## src/rtl/mem_port_arbiter_pkg.sv

```systemverilog
// Shared encodings for the IF/data memory-port arbiter: FSM states, owner ids, counter widths.
package mem_port_arbiter_pkg;

    typedef enum logic [1:0] {
        ARB_IDLE  = 2'd0,
        ARB_ISSUE = 2'd1,
        ARB_WAIT  = 2'd2,
        ARB_RESP  = 2'd3
    } arb_state_e;

    typedef enum logic {
        OWN_IF = 1'b0,
        OWN_D  = 1'b1
    } owner_e;

    // Sized for the widest legal RD_LAT (4) and STARVE_MAX (15).
    localparam int unsigned CNT_W    = 3;
    localparam int unsigned STARVE_W = 4;

endpackage

```

## src/rtl/mem_arb_pick.sv

```systemverilog
// Combinational winner selection: data wins unless IF has lost STARVE_MAX contested rounds in a row.
// Zero latency; it only ranks requests, and both requesters keep req high until granted.
module mem_arb_pick
    import mem_port_arbiter_pkg::*;
#(
    parameter int unsigned STARVE_MAX = 4
) (
    input  logic                if_req,
    input  logic                d_req,
    input  logic [STARVE_W-1:0] starve_cnt,
    output logic                grant_valid,
    output owner_e              owner
);

    logic if_forced;

    always_comb begin
        grant_valid = if_req | d_req;
        if_forced   = if_req && (starve_cnt == STARVE_W'(STARVE_MAX));
        owner       = OWN_IF;
        if (d_req && !if_forced) begin
            owner = OWN_D;
        end
    end

endmodule

```

## src/rtl/mem_port_arbiter.sv

```systemverilog
// Shares one memory port between IF and data paths, one transaction in flight: gnt in cycle 1 after the
// sampling edge, rvalid in cycle RD_LAT+2 (reads) or 2 (writes); requesters hold req until gnt.
module mem_port_arbiter
    import mem_port_arbiter_pkg::*;
#(
    parameter int unsigned ADDR_W     = 32,
    parameter int unsigned DATA_W     = 32,
    parameter int unsigned RD_LAT     = 2,
    parameter int unsigned STARVE_MAX = 4
) (
    input  logic              clk,
    input  logic              reset_n,
    input  logic              if_req,
    input  logic [ADDR_W-1:0] if_addr,
    output logic              if_gnt,
    output logic              if_rvalid,
    output logic [DATA_W-1:0] if_rdata,
    input  logic              d_req,
    input  logic              d_we,
    input  logic [ADDR_W-1:0] d_addr,
    input  logic [DATA_W-1:0] d_wdata,
    output logic              d_gnt,
    output logic              d_rvalid,
    output logic [DATA_W-1:0] d_rdata,
    output logic              mem_en,
    output logic              mem_we,
    output logic [ADDR_W-1:0] mem_addr,
    output logic [DATA_W-1:0] mem_wdata,
    input  logic [DATA_W-1:0] mem_rdata,
    output logic              busy
);

    arb_state_e          state_q,    state_d;
    owner_e              owner_q,    owner_d;
    logic [ADDR_W-1:0]   addr_q,     addr_d;
    logic [DATA_W-1:0]   wdata_q,    wdata_d;
    logic                we_q,       we_d;
    logic [CNT_W-1:0]    cnt_q,      cnt_d;
    logic [STARVE_W-1:0] starve_q,   starve_d;
    logic [DATA_W-1:0]   if_rdata_q, if_rdata_d;
    logic [DATA_W-1:0]   d_rdata_q,  d_rdata_d;

    logic   pick_vld;
    owner_e pick_owner;

    mem_arb_pick #(
        .STARVE_MAX (STARVE_MAX)
    ) u_pick (
        .if_req      (if_req),
        .d_req       (d_req),
        .starve_cnt  (starve_q),
        .grant_valid (pick_vld),
        .owner       (pick_owner)
    );

    always_comb begin
        state_d    = state_q;
        owner_d    = owner_q;
        addr_d     = addr_q;
        wdata_d    = wdata_q;
        we_d       = we_q;
        cnt_d      = cnt_q;
        starve_d   = starve_q;
        if_rdata_d = if_rdata_q;
        d_rdata_d  = d_rdata_q;

        unique case (state_q)
            ARB_IDLE, ARB_RESP: begin
                // Starvation only accrues while IF is actually waiting behind a data win.
                if (pick_vld && (pick_owner == OWN_D) && if_req) begin
                    starve_d = (starve_q == STARVE_W'(STARVE_MAX)) ? starve_q
                                                                    : starve_q + STARVE_W'(1);
                end else begin
                    starve_d = '0;
                end
                if (pick_vld) begin
                    state_d = ARB_ISSUE;
                    owner_d = pick_owner;
                    if (pick_owner == OWN_D) begin
                        addr_d  = d_addr;
                        wdata_d = d_wdata;
                        we_d    = d_we;
                    end else begin
                        addr_d  = if_addr;
                        wdata_d = '0;
                        we_d    = 1'b0;
                    end
                end else begin
                    state_d = ARB_IDLE;
                end
            end
            ARB_ISSUE: begin
                if (we_q) begin
                    state_d = ARB_RESP;
                end else begin
                    state_d = ARB_WAIT;
                    cnt_d   = CNT_W'(RD_LAT);
                end
            end
            ARB_WAIT: begin
                cnt_d = cnt_q - CNT_W'(1);
                if (cnt_q == CNT_W'(1)) begin
                    state_d = ARB_RESP;
                    if (owner_q == OWN_IF) begin
                        if_rdata_d = mem_rdata;
                    end else begin
                        d_rdata_d = mem_rdata;
                    end
                end
            end
            default: state_d = ARB_IDLE;
        endcase
    end

    always_ff @(posedge clk or negedge reset_n) begin
        if (!reset_n) begin
            state_q    <= ARB_IDLE;
            owner_q    <= OWN_IF;
            addr_q     <= '0;
            wdata_q    <= '0;
            we_q       <= 1'b0;
            cnt_q      <= '0;
            starve_q   <= '0;
            if_rdata_q <= '0;
            d_rdata_q  <= '0;
        end else begin
            state_q    <= state_d;
            owner_q    <= owner_d;
            addr_q     <= addr_d;
            wdata_q    <= wdata_d;
            we_q       <= we_d;
            cnt_q      <= cnt_d;
            starve_q   <= starve_d;
            if_rdata_q <= if_rdata_d;
            d_rdata_q  <= d_rdata_d;
        end
    end

    // Strobes decode straight from state so reset kills them without waiting for an edge.
    assign mem_en    = (state_q == ARB_ISSUE);
    assign mem_we    = (state_q == ARB_ISSUE) && we_q;
    assign mem_addr  = addr_q;
    assign mem_wdata = wdata_q;
    assign if_gnt    = (state_q == ARB_ISSUE) && (owner_q == OWN_IF);
    assign d_gnt     = (state_q == ARB_ISSUE) && (owner_q == OWN_D);
    assign if_rvalid = (state_q == ARB_RESP)  && (owner_q == OWN_IF);
    assign d_rvalid  = (state_q == ARB_RESP)  && (owner_q == OWN_D);
    assign if_rdata  = if_rdata_q;
    assign d_rdata   = d_rdata_q;
    assign busy      = (state_q != ARB_IDLE);

endmodule

```

## config.mk

```make
export PLATFORM = sky130hd
export DESIGN_NAME = mem_port_arbiter
export DESIGN_NICKNAME = d
export VERILOG_FILES = /design/src/rtl/mem_port_arbiter_pkg.sv /design/src/rtl/mem_arb_pick.sv /design/src/rtl/mem_port_arbiter.sv
export SDC_FILE = /design/constraint.sdc
export NUM_CORES = 1
export LEC_CHECK = 0
export ABC_AREA = 1
export BUFFER_PORTS_ARGS = -buffer_cell sky130_fd_sc_hd__buf_2
export CORE_MARGIN = 3
export CORE_UTILIZATION = 25
export CTS_CLUSTER_SIZE = 8
export DETAILED_ROUTE_END_ITERATION = 8
export GPL_TIMING_DRIVEN = 0
export PLACE_DENSITY_LB_ADDON = 0.1
export SLEW_MARGIN = 30
export SYNTH_ARGS = -nofsm -noshare
export SYNTH_HDL_FRONTEND = slang
export SYNTH_HIERARCHICAL = 1
export SYNTH_SLANG_ARGS = --single-unit
export TNS_END_PERCENT = 30
```

## constraint.sdc

```tcl
create_clock -name clk -period 3.2 [get_ports clk]
set_input_delay 0.16 -clock clk [delete_from_list [all_inputs] [get_ports clk]]
set_output_delay 0.16 -clock clk [all_outputs]
set_load 0.005 [all_outputs]
```

==> results of run 1 <==
[final timing paths]
path / slack (ns) / endpoint / cells past startpoint / startpoint
setup reg to reg: 0.89 / mem_addr[21] / 8 / state_q[0]
max in group asynchronous: 2.09 / mem_wdata[5] / 4 / reset_n
min in group asynchronous: 0.22 / if_rdata[5] / 2 / reset_n
hold / removal: 0.02 / mem_addr[14] / 3 / d_addr[14]
setup / recovery: 0.89 / mem_addr[21] / 8 / state_q[0]
hold reg to reg: 0.48 / if_rdata[30] / 2 / if_rdata[30]
[layer usage]
metal,up-vias,share of wire [%]
met5,-,0
met4,0,1.1
met3,12,8.1
met2,193,48
met1,2710,43
li1,2915,-
[report_power, final]
part | internal (mW) | switching [mW] | total (mW)
Clock | 1.18 | 0.852 | 2.03
Sequential | 2.54 | 0.431 | 2.97
Combinational | 1.81 | 1.91 | 3.72
[metrics by stage]
stage | util, % | hold WS, ns | instances
2_1_floorplan | - | -0.1356 | 660
3_3_place_gp | 33.16 | 0.3901 | 1246
3_5_place_dp | 33.43 | 0.06839 | 1248
4_1_cts | 40.06 | 0.0003905 | 1378
5_1_grt | 40.08 | 0.009334 | 1380
6_report | 40.08 | 0.01535 | 1380
[worst min-delay path, cell delays in order]
cell and delay [ns]:
buf_2 0.11, nand2_1 0.05, a31oi_1 0.07
[registers in the layout, indices dropped and copies added, names as in the netlist, 2 cells and up]
| signal | cells |
|---|---|
| if_rdata | 32 |
| d_rdata | 32 |
| mem_wdata | 32 |
| starve_q | 4 |
| mem_addr | 32 |
| state_q | 2 |
| cnt_q | 3 |
[layout by cell type, fill, tap and decap left out, types with 7 or more instances in the layout]
cell type and n:
a31oi_1 32, buf_2 273, buf_4 8, buf_6 16
clkbuf_1 7, clkbuf_16 17, dfrtp_1 139, dlygate4sd3_1 98
ha_1 9, inv_1 57, inv_6 7, nand2_1 186
nand3_1 41, nor2_1 40, o21ai_0 37, o21ai_1 19
o21ai_2 46
[logic make-up after synthesis]
logic type      Yosys count  synth area share (%)
simple gates            277                 18.79
buf+inv                  99                 8.655
flops                   139                 56.22
xor+xnor                  1                0.1416
compound gates          135                 14.38
fa+ha+maj                 9                 1.820
[repair_timing]
item | in CTS | in global routing
hold buffers | 98 | 0
hold endpoints to repair | 153 | 0
endpoints found under the setup margin | 0 | 0
[layout make-up]
cell class,count,area (um2),area share (%)
Antenna cell,2,5.005,0.05226
Buffer,40,314.1,3.279
Clock buffer,17,425.4,4.442
Clock inverter,15,177.7,1.855
Inverter,59,221.5,2.313
Multi-Input combinational cell,422,2173,22.69
Sequential cell,139,3478,36.32
Tap cell,319,399.1,4.168
Timing Repair Buffer,367,2382,24.88
==> metrics.md, run 1 <==
| Metric | Value |
|---|---|
| Area growth syn-to-layout | `54.78%` |
| Fill cells | `2489` |
| Num CTS Buffers | `17` |
| Setup TNS | `0 ns` |
| Hpwl dp | `between 15 and 20 mm` |
| Post-synthesis sequential area ratio | `56.22%` |
| Via Count | `slightly below 6000` |
| GR met1 Demand/Resource | `19.47%` |
| Layout cells sized above 1 | `roughly 37%` |
| I/O pin cnt | `about 270` |
| DRC viols | `0` |
| Clock transition at the registers of the reported paths | `0.06 ns` |
| Die extent in x | `163.3 um` |
| Cells after Synth | `660` |
| Crit-path most repeated cell | `buf_6` |
| GRT Residual Overflow | `0` |
| Synth Cell Area | `between 6000 and 7000 um2` |
| Worst slack, placed | `between 1 and 1.5 ns` |
| DP Area | `7988 um2` |
| CTS tree | `built` |
| Lkg Pwr | `4.971 nW` |
| Final worst setup slack | `roughly 0.89 ns` |
| Final ANT Viol Nets | `0` |
| First-pass GRT wire length | `about 33 mm` |
| Synthesized Nets | `802` |
| Top_reg_cell synth | `dfrtp_1` |
| Buffers on Ports | `267` |
| Worst Path Required | `about 3.5 ns` |
| Synth area leaders | `dfrtp_1 (56%), nand2_1 (11%), o21ai_2 (6.5%), inv_1 (3.5%), nand3_1 (3.3%)` |
| Largest net degree at the start of global routing | `58` |
| Htree depth | `4` |
| WL/cell | `14.91 um` |
| Worst skew pair latency | `0.42 ns` |
| Final Hold Viols | `0` |
| Bufs and invs on worst path | `5` |
| Post-synth top cells | `nand2_1 (186), dfrtp_1 (139), inv_1 (57)` |
| Die ar. | `between 20000 and 30000 um2` |
| GPL Wtd Cong | `between 0.7 and 0.8` |
| Total power | `~8.7 mW` |
| Endpoints failing setup | `0` |
| MaxCap Viol Count | `0` |
| Grt met2 use | `26.07%` |
| Setup Buffers After CTS | `0` |
| Clock root cell | `clkbuf_16` |
| Hold Crit Class | `in -> reg` |
| VDD IR max | `0.4007 mV` |
| Antenna violations before repair | `2` |
| First-pass DRT Iterations | `6` |
| Gr usage total | `15.72%` |
| Cell Pwr Density | `911.7 nW/um2` |
| Unrepaired setup endpoints after global routing | `false` |
| Slowest CP cell | `dlygate4sd3_1` |
| Synth Warn # | `6` |
| Share of the synthesized area in the top cell type | `56.22%` |
| Clock buffer depth | `2` |
| Fin crit share | `72.13%` |
| Most frequent cell after synthesis | `nand2_1` |
| Most Crowded Layer GR | `met2` |
| Post-DR vias/cell | `4.225` |
| CP endpoint kind | `register` |
| Vias in the first global route | `6298` |
| FP Rows | `56` |
| Initial core utilization | `25.90%` |
| Status | `completed` |
| Worst path cell trace | `inv_1, ha_1, buf_4, nor2_8, buf_6, buf_6, a31oi_1, dlygate4sd3_1` |
| Die Height | `around 160 um` |
| Drt first-iter violations | `261` |
| Met3 GRT Util | `under 10%` |
| Clock sink count | `139` |
| CP arrival | `2.60 ns` |
| CP startpoint kind | `register` |
| Crit path max fanout | `10` |
| Yosys reg bits | `139` |
| WS Path Type | `reg -> reg` |
| Fin area | `9577 um2` |
| Synth area leader | `dfrtp_1` |
| Core outline area | `23890 um2` |
| Max frequency | `433.2 MHz` |
| Worst Skew | `0.01327 ns` |
| CTS resizes | `0` |
| Avg Inst Size Synth | `9.375 um2` |
| Final #Nets | `1188` |
| Post-synth EDFFs | `0` |
| Post-synth cell types | `24` |
| Tmin final | `2.308 ns` |
| Routed Wire Length | `20.58 mm` |
| Worst relative slew slack | `roughly 66%` |
| Pin slew with the least headroom to its limit | `0.5130 ns` |
| Slew Viols, Final | `0` |
| Fraction of registers with async set or reset after synthesis | `100.0%` |
| Slowest stage delay, CP | `0.57 ns` |
| Largest delay share family, worst path | `buffers and inverters` |
Note: power is estimated with default switching activity, not from simulation.
==> inputs of run 2 (changes only) <==
==> constraint.sdc (replaced) <==
create_clock -name clk -period 2.2 [get_ports clk]
set_input_delay 0.11 -clock clk [delete_from_list [all_inputs] [get_ports clk]]
set_output_delay 0.11 -clock clk [all_outputs]
set_load 0.005 [all_outputs]
==> run 2 against run 1 <==
Die area unchanged. Combinational power increased by 33%. Hold slack improved by 0.089 ns. Maximum frequency increased by 32%. First-iteration DRC count increased by 12%. Critical path depth decreased by 1. Power increased by 40%. Final cell count increased by 2.2%. Worst setup slack got worse by 0.44 ns. Clock skew decreased by 0.0049 ns. Global-route usage increased by 0.33 points. Sequential share of layout area decreased by 1.2 points. Largest cell class unchanged. Largest power group unchanged.
==> metrics.md, run 2 (synthesis gave the netlist of run 1 again) <==
| Metric | Value |
|---|---|
| Status | `completed` |
| Hold Crit Class | `in -> reg` |
| Largest net degree at the start of global routing | `58 (unchanged)` |
| Slowest CP cell | `dfrtp_1` |
| Crit-path most repeated cell | `buf_6` |
| MaxCap Viol Count | `0 (unchanged)` |
| Worst skew pair latency | `0.41 ns (about the same)` |
| Hold-fix buffers, CTS | `130 (+33%)` |
| Endpoints failing setup | `0 (unchanged)` |
| Worst slack, placed | `0.4190 ns (-1.000 ns)` |
| Slew Viols, Final | `0 (unchanged)` |
| Final Non-Filler Cells | `1411 (+2.2%)` |
| Area of the multi-input gates | `2173 um2 (unchanged)` |
| Core Util, Final | `41.41% (+1.3 points)` |
| Pint | `7.619 mW (+38%)` |
| Die ar. | `26670 um2 (unchanged)` |
| Crit path max fanout | `10 (unchanged)` |
| I/O pin cnt | `268 (unchanged)` |
| Clock buffer depth | `2 (unchanged)` |
| Num CTS Buffers | `17 (unchanged)` |
| Most frequent cells in the layout | `buf_2 (273), nand2_1 (186), dfrtp_1 (139)` |
| Post-placement cell count | `1248 (unchanged)` |
| Drt first-iter violations | `292 (+12%)` |
| Lkg Pwr | `5.116 nW (+2.9%)` |
| Final Hold Viols | `0 (unchanged)` |
| WS Path Type | `reg -> reg` |
| Buffers on Ports | `267 (unchanged)` |
| Fin area | `9894 um2 (+3.3%)` |
| GPL Wtd Cong | `0.7450 (unchanged)` |
| Gr usage total | `16.05% (+0.33 points)` |
| First-pass GRT wire length | `33.89 mm (+2.5%)` |
| DP Area | `7988 um2 (unchanged)` |
| Worst path cell trace | `inv_1, ha_1, buf_4, nor2_8, buf_6, buf_6, a31oi_1` |
| P_sw | `4.606 mW (+44%)` |
| Pin slew with the least headroom to its limit | `0.5078 ns (-0.005107 ns)` |
| Tmin final | `1.744 ns (-0.5647 ns)` |
| CP startpoint kind | `register` |
| Final #Nets | `1220 (+2.7%)` |
| Commonest non-fill, non-tap cell in the layout | `buf_2` |
| Final ANT Viol Nets | `0 (unchanged)` |
| Initial core utilization | `25.90% (unchanged)` |
| CTS tree | `built` |
| Vias in the first global route | `6512 (+3.4%)` |
| Fin crit share | `79.25% (+7.1 points)` |
| Core outline area | `23890 um2 (unchanged)` |
| Die Height | `163.3 um (unchanged)` |
| WL/cell | `14.93 um (+0.13%)` |
| Post-DR vias/cell | `4.230 (+0.13%)` |
| DRC viols | `0 (unchanged)` |
| Seq. cell area | `3478 um2 (unchanged)` |
| Max frequency | `573.5 MHz (+32%)` |
| Fill cells | `2444 (-1.8%)` |
| Die extent in x | `163.3 um (unchanged)` |
| VDD IR max | `0.6050 mV (+51%)` |
| Hpwl dp | `15.05 mm (unchanged)` |
| Total power | `12.22 mW (+40%)` |
| Setup Buffers After CTS | `0 (unchanged)` |
| Layout cells sized above 1 | `35.47% (-1.1 points)` |
| GRT Residual Overflow | `0 (unchanged)` |
| Clock sink count | `139 (unchanged)` |
| Bufs and invs on worst path | `4 (-1)` |
| Clock transition at the registers of the reported paths | `0.06 ns (about the same)` |
| Antenna violations before repair | `1 (-1)` |
| CTS resizes | `0 (unchanged)` |
| Unrepaired setup endpoints after global routing | `false` |
| Routed Wire Length | `21.07 mm (+2.4%)` |
| Clock root cell | `clkbuf_16` |
| Via Count | `5969 (+2.4%)` |
| Clock power frac | `24.3% (+1.0 points)` |
| Worst Path Required | `2.49 ns (-1.00 ns)` |
| Final worst setup slack | `0.4564 ns (-0.4353 ns)` |
| Switching share of total power | `37.68% (+1.1 points)` |
| Worst relative slew slack | `66.14% (+0.34 points)` |
| Area growth syn-to-layout | `59.92%` |
| First-pass DRT Iterations | `4 (-2)` |
| CP arrival | `2.03 ns (-0.57 ns)` |
| Cell Pwr Density | `1235 nW/um2 (+36%)` |
| Worst Skew | `0.008417 ns (-0.004851 ns)` |
| Htree depth | `4 (unchanged)` |
| Largest delay share family, worst path | `buffers and inverters` |
| FP Rows | `56 (unchanged)` |
| CP endpoint kind | `register` |
| Comb power frac | `40.3% (-2.3 points)` |
| Slowest stage delay, CP | `0.42 ns (-0.15 ns)` |
| Sequential cell fraction of total power | `35.4% (+1.3 points)` |
## run 2: routing by layer
metal	up-vias	track usage [%]	part of all wire [%]	wire, um
li1	2976	-	-	-
met1	2765	19.66	43	9014
met2	206	26.98	48	10020
met3	22	5.098	7.8	1644
met4	0	5.037	1.8	388
met5	-	0	0	0
## run 2: power groups by stage
stage	registers [mW]	clock network [mW]	logic (mW)
after global placement	4.35	0	4.85
after CTS	4.34	3.07	5.04
after detailed placement	4.36	0	4.87
final	4.33	2.97	4.93
after floorplan	4.40	0	2.57
after global routing	4.48	3.19	5.59
## run 2: final timing paths
check                              from            to  slack (ns)  depth (start not counted)
setup / recovery             state_q[0]  mem_addr[16]        0.46                          7
hold / removal                   if_req   starve_q[0]        0.10                          5
setup reg to reg             state_q[0]  mem_addr[16]        0.46                          7
hold reg to reg            if_rdata[11]  if_rdata[11]        0.48                          2
max in group asynchronous       reset_n  mem_wdata[5]        1.13                          4
min in group asynchronous       reset_n   if_rdata[5]        0.17                          2
## run 2: layout make-up
type | instances | area share [%]
Sequential cell | 139 | 35.15
Timing Repair Buffer | 399 | 27.31
Multi-Input combinational cell | 422 | 21.97
Clock buffer | 17 | 4.299
Tap cell | 319 | 4.034
Buffer | 40 | 3.174
Inverter | 59 | 2.238
Clock inverter | 15 | 1.796
Antenna cell | 1 | 0.02529
## run 2: through the flow
step                setup TNS [ns]  hold slack [ns]
floorplan                        0          -0.1856
global placement           -181.82           0.3401
detailed placement               0          0.01839
CTS                              0          0.08415
global route                     0           0.1267
finish                           0           0.1041
## run 2: tightest hold or removal path, delay by kind of cell
| kind | cells | cell delay [ns] |
|---|---|---|
| buffers and inverters | 2 | 0.17 |
| AND/OR/NAND/NOR | 3 | 0.21 |
==> inputs of run 3 (changes only) <==
==> constraint.sdc (replaced) <==
create_clock -name clk -period 1.6 [get_ports clk]
set_input_delay 0.08 -clock clk [delete_from_list [all_inputs] [get_ports clk]]
set_output_delay 0.08 -clock clk [all_outputs]
set_load 0.005 [all_outputs]
==> run 3 against run 2 <==
Critical path depth rose by 1. Core utilization rose by 1.1 points. Final cell count rose by 0.99%. Hold slack got worse by 0.046 ns. Sequential share of layout area fell by 0.92 points. Sequential cell count did not move. Maximum frequency rose by 11%. Clock skew rose by 0.0017 ns. Non-clock buffer count rose by 13.
==> metrics.md, run 3 (synthesis gave the netlist of run 1 again) <==
| Metric | Value |
|---|---|
| Status | `completed` |
| Core Util, Final | `42.56% (+1.1 points)` |
| CP arrival | `1.91 ns (-0.12 ns)` |
| Worst slack, placed | `-0.1810 ns (-0.6000 ns)` |
| Htree depth | `4 (unchanged)` |
| Routed Wire Length | `21.45 mm (+1.8%)` |
| Reg-to-reg startpoint | `state_q[1]` |
| Slowest stage delay, CP | `0.37 ns (-0.05 ns)` |
| Cell Pwr Density | `1759 nW/um2 (+42%)` |
| Commonest non-fill, non-tap cell in the layout | `buf_2` |
| Area growth syn-to-layout | `64.35%` |
| Worst Path Required | `1.95 ns (-0.54 ns)` |
| Hpwl dp | `15.05 mm (unchanged)` |
| Layout cells sized above 1 | `38.01% (+2.5 points)` |
| I/O pin cnt | `268 (unchanged)` |
| WS Path Type | `reg -> reg` |
| Fill cells | `2430 (-0.57%)` |
| Clock buffer depth | `2 (unchanged)` |
| Clock transition at the registers of the reported paths | `0.06 ns (about the same)` |
| MaxCap Viol Count | `0 (unchanged)` |
| Lkg Pwr | `5.222 nW (+2.1%)` |
| Unrepaired setup endpoints after global routing | `true` |
| DRC viols | `0 (unchanged)` |
| Clock sink count | `139 (unchanged)` |
| Initial core utilization | `25.90% (unchanged)` |
| Final Hold Viols | `0 (unchanged)` |
| Critical Path End | `cnt_q[2]` |
| Post-placement cell count | `1248 (unchanged)` |
| Tmin final | `1.564 ns (-0.1792 ns)` |
| Buffers on Ports | `267 (unchanged)` |
| Crit path max fanout | `7 (-3)` |
| CTS tree | `built` |
| First-pass DRT Iterations | `4 (unchanged)` |
| Bufs and invs on worst path | `4 (unchanged)` |
| Slew Viols, Final | `0 (unchanged)` |
| Setup TNS | `0 ns (unchanged)` |
| GPL Wtd Cong | `0.7450 (unchanged)` |
| VDD IR max | `0.7673 mV (+27%)` |
| GRT Residual Overflow | `0 (unchanged)` |
| Pin slew with the least headroom to its limit | `0.4160 ns (-0.09183 ns)` |
| First-pass GRT wire length | `34.21 mm (+0.96%)` |
| Endpoints failing setup | `0 (unchanged)` |
| Total power | `17.89 mW (+46%)` |
| R2r endpoint | `cnt_q[2]` |
| Die Height | `163.3 um (unchanged)` |
| Critical Path Stages | `8 (+1)` |
| Core outline area | `23890 um2 (unchanged)` |
| CP startpoint kind | `register` |
| Antenna violations before repair | `1 (unchanged)` |
| Final Non-Filler Cells | `1425 (+0.99%)` |
| Most frequent cells in the layout | `buf_2 (269), nand2_1 (185), dfrtp_1 (137)` |
| Fin area | `10170 um2 (+2.8%)` |
| Hold Crit Class | `in -> reg` |
| FP Rows | `56 (unchanged)` |
| Vias in the first global route | `6534 (+0.34%)` |
| Worst path cell trace | `inv_2, ha_4, buf_8, clkinvlp_4, nor2_4, buf_4, nand3_1, nand2_1` |
| Setup crit start | `state_q[1]` |
| Gr usage total | `16.22% (+0.17 points)` |
| Largest delay share family, worst path | `buffers and inverters` |
| Final #Nets | `1234 (+1.1%)` |
| Post-DR vias/cell | `4.233 (about the same)` |
| Die extent in x | `163.3 um (unchanged)` |
| Worst Skew | `0.01015 ns (+0.001729 ns)` |
| Worst skew pair latency | `0.42 ns (about the same)` |
| Clock root cell | `clkbuf_16` |
| Final ANT Viol Nets | `0 (unchanged)` |
| CP endpoint kind | `register` |
| Final worst setup slack | `0.03559 ns (-0.4208 ns)` |
| Die ar. | `26670 um2 (unchanged)` |
| Largest net degree at the start of global routing | `58 (unchanged)` |
| R2R cell count | `8 (+1)` |
| DP Area | `7988 um2 (unchanged)` |
| WL/cell | `15.05 um (+0.82%)` |
| Final hold slack | `0.05805 ns (-0.04604 ns)` |
| Drt first-iter violations | `241 (-17%)` |
| Reg2Reg Setup Slack | `0.04 ns (-0.42 ns)` |
| Fin crit share | `97.78% (+19 points)` |
| Worst relative slew slack | `72.27% (+6.1 points)` |
| Via Count | `6032 (+1.1%)` |
| Slowest CP cell | `dfrtp_1` |
| Num CTS Buffers | `17 (unchanged)` |
| Max frequency | `639.2 MHz (+11%)` |
==> run 3: changes by cell type in the layout (fill, tap and decap cells not counted), sizes merged <==
cell      before  now
inv           69   68
nor2          43   44
clkinvlp       3    4
buf          300  313
==> run 3: worst min-delay path, stage by stage <==
cell,delay (ns)
buf_2,0.12
inv_1,0.06
nor2_2,0.06
nand4_1,0.07
nand2_1,0.05
==> run 3: final cells by class <==
| type | instances | area, um2 | area share (%) |
|---|---|---|---|
| Clock inverter | 15 | 177.7 | 1.747 |
| Clock buffer | 17 | 425.4 | 4.184 |
| Multi-Input combinational cell | 423 | 2233 | 21.96 |
| Antenna cell | 1 | 2.502 | 0.02461 |
| Tap cell | 319 | 399.1 | 3.925 |
| Buffer | 39 | 362.8 | 3.568 |
| Inverter | 59 | 225.2 | 2.215 |
| Timing Repair Buffer | 413 | 2861 | 28.14 |
| Sequential cell | 139 | 3481 | 34.23 |
==> run 3: how the worst min path moves through the flow <==
| stage | cells after the start | startpoint | end |
|---|---|---|---|
| CTS | 5 | if_req | starve_q[0] |
| detailed placement | 1 | reset_n | if_rdata[5] |
| floorplan | 0 | reset_n | cnt_q[0] |
| finish | 5 | if_req | starve_q[0] |
| global route | 5 | if_req | starve_q[0] |
| global placement | 3 | d_wdata[30] | mem_wdata[30] |
==> run 3: power breakdown <==
| part | leakage [nW] | internal, mW | switching (mW) |
|---|---|---|---|
| sequential | 1.60 | 5.09 | 0.851 |
| combinational | 3.33 | 3.80 | 4.08 |
| clock | 0.288 | 2.36 | 1.70 |
| total | 5.22 | 11.3 | 6.63 |
==> run 3: routing by layer <==
metal  global-route usage (%)  up-vias  wire length, um
met2                    27.26      203            10270
li1                         -     3007                -
met4                    4.960        0              388
met3                    5.098       23             1627
met5                        0        -                0
met1                    19.96     2799             9170
==> run 3: what timing repair did <==
action,in CTS,in global routing
pin swaps,2,5
hold buffers,130,0
setup endpoints to repair,75,85
gates resized for setup,12,32
hold endpoints to repair,211,0
buffers inserted,5,7
gates cloned,2,1
